File: config.mk
export PLATFORM = sky130hd
export DESIGN_NAME = rom_fetch_sequencer
export DESIGN_NICKNAME = d
export VERILOG_FILES = /design/src/rtl/fetch_pkg.sv /design/src/rtl/fetch_op_decode.sv /design/src/rtl/rom_fetch_sequencer.sv
export SDC_FILE = /design/constraint.sdc
export NUM_CORES = 1
export LEC_CHECK = 0
export ABC_AREA = 1
export CORE_MARGIN = 2
export CORE_UTILIZATION = 45
export CTS_CLUSTER_SIZE = 10
export DETAILED_ROUTE_END_ITERATION = 8
export PLACE_DENSITY = 0.8
export SYNTH_ARGS = -nofsm -noshare
export SYNTH_HDL_FRONTEND = slang
export SYNTH_SLANG_ARGS = --single-unit
File: constraint.sdc
create_clock -name clk -period 1.7 [get_ports clk]
set_input_delay 0.255 -clock clk [delete_from_list [all_inputs] [get_ports clk]]
set_output_delay 0.255 -clock clk [all_outputs]
set_load 0.1 [all_outputs]
File: src/rtl/fetch_pkg.sv
// fetch_pkg: shared widths, opcode nibbles, default halt word and FSM state encoding
// for the ROM fetch sequencer.
package fetch_pkg;
    localparam int DATA_WIDTH = 16;
    localparam logic [3:0] RAM_OP    = 4'h4;
    localparam logic [3:0] ROM_OP    = 4'h3;
    localparam logic [3:0] REG_OP    = 4'h9;
    localparam logic [3:0] RAM_WRITE = 4'h1;
    localparam logic [3:0] RAM_READ  = 4'h2;
    localparam logic [15:0] HALT_OPCODE = 16'hFFFF;
    typedef enum logic [2:0] {
        S_IDLE,
        S_FETCH_OP,
        S_FETCH_ARG,
        S_CAPT_ARG,
        S_ISSUE,
        S_HALTED
    } fetch_state_t;
endpackage

File: src/rtl/fetch_op_decode.sv
// fetch_op_decode: classifies an opcode's upper byte as a RAM read or write instruction.
module fetch_op_decode
    import fetch_pkg::*;
(
    input  logic [7:0] opcode_hi,
    output logic       is_read,
    output logic       is_write
);
    logic [3:0] sel;
    logic [3:0] op;
    always_comb begin
        sel      = opcode_hi[7:4];
        op       = opcode_hi[3:0];
        is_write = (op == RAM_WRITE) && (sel == RAM_OP || sel == ROM_OP || sel == REG_OP);
        is_read  = (op == RAM_READ) && (sel == RAM_OP || sel == REG_OP);
    end
endmodule

File: src/rtl/rom_fetch_sequencer.sv
// rom_fetch_sequencer: fetches opcode/operand pairs from a synchronous ROM and issues them
// with a valid/ready handshake; optional instr_count output under FETCH_INSTR_COUNT_EN.
module rom_fetch_sequencer #(
    parameter int DATA_WIDTH = fetch_pkg::DATA_WIDTH,
    parameter int ROM_ADDR_WIDTH = 8,
    parameter logic [DATA_WIDTH-1:0] HALT_OPCODE = fetch_pkg::HALT_OPCODE
) (
    input  logic                      clk,
    input  logic                      reset,
    input  logic                      start,
    input  logic [ROM_ADDR_WIDTH-1:0] start_addr,
    output logic                      rom_en,
    output logic [ROM_ADDR_WIDTH-1:0] rom_addr,
    input  logic [DATA_WIDTH-1:0]     rom_data,
    output logic [DATA_WIDTH-1:0]     opcode,
    output logic [DATA_WIDTH-1:0]     operand,
    output logic                      exec_valid,
    input  logic                      exec_ready,
    output logic                      read_enable,
    output logic                      write_enable,
    output logic                      busy,
    output logic                      halted,
    output logic [ROM_ADDR_WIDTH-1:0] pc
`ifdef FETCH_INSTR_COUNT_EN
    ,
    output logic [15:0]               instr_count
`endif
);
    import fetch_pkg::*;

    fetch_state_t state_q, state_d;
    logic [ROM_ADDR_WIDTH-1:0] pc_q, pc_d;
    logic [DATA_WIDTH-1:0] opcode_q, opcode_d, operand_q, operand_d;
    logic is_read, is_write, xfer, start_ok;

    fetch_op_decode u_decode (
        .opcode_hi(opcode_q[15:8]),
        .is_read  (is_read),
        .is_write (is_write)
    );

    always_comb begin
        state_d   = state_q;
        pc_d      = pc_q;
        opcode_d  = opcode_q;
        operand_d = operand_q;
        start_ok  = (state_q == S_IDLE || state_q == S_HALTED) && start;
        xfer      = (state_q == S_ISSUE) && exec_ready;
        case (state_q)
            S_IDLE, S_HALTED: begin
                pc_d    = start_ok ? start_addr : pc_q;
                state_d = start_ok ? S_FETCH_OP : state_q;
            end
            S_FETCH_OP:  state_d = S_FETCH_ARG;
            S_FETCH_ARG: begin
                opcode_d = rom_data;
                state_d  = (rom_data == HALT_OPCODE) ? S_HALTED : S_CAPT_ARG;
            end
            S_CAPT_ARG: begin
                operand_d = rom_data;
                state_d   = S_ISSUE;
            end
            S_ISSUE: begin
                pc_d    = xfer ? pc_q + ROM_ADDR_WIDTH'(2) : pc_q;
                state_d = xfer ? S_FETCH_OP : S_ISSUE;
            end
            default: state_d = S_IDLE;
        endcase
    end

    always_ff @(posedge clk or negedge reset) begin
        if (!reset) begin
            state_q   <= S_IDLE;
            pc_q      <= '0;
            opcode_q  <= '0;
            operand_q <= '0;
        end else begin
            state_q   <= state_d;
            pc_q      <= pc_d;
            opcode_q  <= opcode_d;
            operand_q <= operand_d;
        end
    end

    // The operand word sits at pc+1 and wraps naturally at the top of the ROM.
    always_comb begin
        rom_en       = (state_q == S_FETCH_OP) || (state_q == S_FETCH_ARG);
        rom_addr     = (state_q == S_FETCH_OP) ? pc_q :
                       (state_q == S_FETCH_ARG) ? pc_q + ROM_ADDR_WIDTH'(1) : '0;
        exec_valid   = state_q == S_ISSUE;
        read_enable  = xfer && is_read;
        write_enable = xfer && is_write;
        busy         = !(state_q == S_IDLE || state_q == S_HALTED);
        halted       = state_q == S_HALTED;
        opcode       = opcode_q;
        operand      = operand_q;
        pc           = pc_q;
    end

`ifdef FETCH_INSTR_COUNT_EN
    logic [15:0] count_q, count_d;
    always_comb begin
        count_d = start_ok ? 16'h0 :
                  (xfer && count_q != 16'hFFFF) ? count_q + 16'h1 : count_q;
    end
    always_ff @(posedge clk or negedge reset) begin
        if (!reset) count_q <= '0;
        else count_q <= count_d;
    end
    assign instr_count = count_q;
`endif
endmodule
==> results.md <==
- Status: complete, but fails checks
- Violated checks: negative setup slack
- FF+latch count, synth: 43
- Final std cells w/o fill: 473
- Worst-path clk slew: 100 ps
- Layout net count: 435
- Required time of the worst setup path: 1440 ps
- Die area: 5570 sq um
- Worst Setup Slack, final: -325 ps
- First-pass GRT wire length: 14400 microns
- IO buf count: 81
- Dpl ws: -155 ps
- Core Rows: 25
- RSZ-0062 raised after global routing: yes
- CP Capture Type: output port
- CP Cell Sequence: inv_4, nand4_1, nand3_2, nand4_1, clkinvlp_4, buf_12
- GPL Wtd Cong: 0.836
- Num CTS Buffers: 5
- Total grt overflow: 0
- CP max stage delay: 520 ps
- Min Tclk post-route: 2030 ps
- Setup_tns: -3040 ps
- Most frequent CP cell: nand4_1
- Slew @ Worst Pin: 523 ps
- MaxCap Viol Count: 0
- Num Clock Sinks: 43
- Crit-path slowest cell: dfrtp_4
- FMAX: 494 MHz
- # diodes: 0
- Share of cells above drive strength 1: 0.446
- H-Tree Depth: 2
- Die X: 74.6 microns
- DR iter-0 viols: 429
- Final hold vios: 0
- GRT Overall Usage: 0.354
- Cells after synthesis: 291
- Avg WL per Cell: 24.4 microns
- Placed cell count: 443
- Filler cell count: 150
- Syn nets: 321
- DR vias/cell: 6.22
- Startpoint Class: flip-flop
- WL final: 11500 microns
- Via count: 2944
- Top Ports: 82
- HPWL after DPL: 5430 microns
- Number of global-route vias before repair: 2690
- Die height: 74.6 microns
- Synth Warn #: 0
- Final Max Tran Viols: 0
- Largest net degree at the start of global routing: 33
- Setup violators final: 12
- Register area share after synthesis: 0.479
- Clk_skew: 17.5 ps
- First drt pass iteration count: 5
- Area grow syn2layout: 96.9%
- Skew-Pair Late Insertion Delay: 320 ps
- Setup CP Type: reg2out
- Syn avg cell area: 7.72 sq um
- Distinct cell type count after synthesis: 25
- Root buffer cell: clkbuf_8
- CTS tree: done
- Cell Area, Synth: 2250 sq um
- Final worst path period share: 1.19
- CTS Buffer Depth: 2
- Core Region: 4750 sq um
- Crit path DAT: 1770 ps
- Worst-path fanout max: 4
- Starting Density: 0.472
- Relative slew slack: 0.651
- Min-Delay Path Class: in2async
- Initial antenna violation count: 0
- ANT nets after route: 0
- DRC Markers: 0
[cell families after synthesis]
| family | after synthesis | synth area share |
|---|---|---|
| simple gates | 136 | 0.269 |
| flops | 43 | 0.479 |
| fa+ha+maj | 2 | 0.0111 |
| compound gates | 59 | 0.140 |
| buf+inv | 51 | 0.100 |
[synth_stat cells, drive strengths merged]
cell | number | share of area
a21oi | 5 | 0.011
clkbuf | 1 | 0.0017
or2 | 2 | 0.0056
buf | 7 | 0.025
o22ai | 1 | 0.0028
nand3b | 1 | 0.0050
o21ai | 49 | 0.11
nand2 | 89 | 0.16
nand3 | 21 | 0.051
dfrtp | 43 | 0.48
o32ai | 1 | 0.0039
ha | 2 | 0.011
inv | 42 | 0.070
o21bai | 3 | 0.010
clkinv | 1 | 0.0039
nor2 | 19 | 0.033
nand4 | 4 | 0.011
[sequential cells by signal, summed over array words and instances (netlist names)]
name and count:
pc 8, operand 16, state_q 3, opcode 16
[layer usage]
layer  up-vias  GRT usage  wire (microns)
li1       1158          -               -
met1      1417      0.428            3920
met2       275      0.598            5620
met3        94     0.0884            1180
met4         0      0.161             828
met5         -          0               0
[cell type report]
class                   instances  area (sq um)  area share
repair buffers                115          1640       0.370
multi-input cells             197          1270       0.287
flip-flops and latches         43          1120       0.254
inverters                      43           199      0.0450
well taps                      67          83.8      0.0190
clock buffers                   7          76.3      0.0173
clock inverters                 1          30.0     0.00679
[stage by stage]
step | hold WS [ps] | cell area [sq um] | util
3_5_place_dp | 245 | 3910 | 0.822
2_1_floorplan | -40.6 | 2450 | -
6_report | 464 | 4420 | 0.930
5_1_grt | 490 | 4420 | 0.930
4_1_cts | 460 | 4280 | 0.900
3_3_place_gp | 243 | 3910 | 0.822
[final timing paths]
path,from,to,slack [ps],depth (start not counted)
setup / recovery,opcode[14],write_enable,-330,6
hold / removal,reset,pc[1],460,2
setup reg to reg,pc[1],pc[3],10,8
hold reg to reg,opcode[4],opcode[4],560,2
max in group asynchronous,reset,opcode[12],640,3
min in group clk,rom_data[7],operand[7],550,3
[critical path: cells and delay by family, from the launching register on]
| family | cells | cell delay, ps |
|---|---|---|
| flops | 1 | 520 |
| buf+inv | 3 | 430 |
| simple gates | 3 | 500 |
[cell usage in the layout (no fill, tap or decap), drive strengths merged]
cell,count
o32ai,1
nand2,89
bufinv,1
or2,2
a21oi,5
buf,88
dlygate4sd3,1
clkinvlp,2
o21bai,3
nor2,19
dfrtp,43
dlygate4sd2,1
inv,40
nand3b,1
o21ai,49
clkdlybuf4s50,25
clkbuf,7
nand3,21
o22ai,1
ha,2
clkinv,1
nand4,4
[timing repair]
item                       in CTS  in global routing
hold buffers                    1                  0
setup endpoints to repair      12                 13
hold endpoints to repair       19                  0
gates resized for setup        39                 28
setup buffers                  14                  7
pin swaps                       7                 10
Power is left out: the tool's default activity adds up to more than one toggle a clock period on the data nets, which glitch-free logic cannot reach.
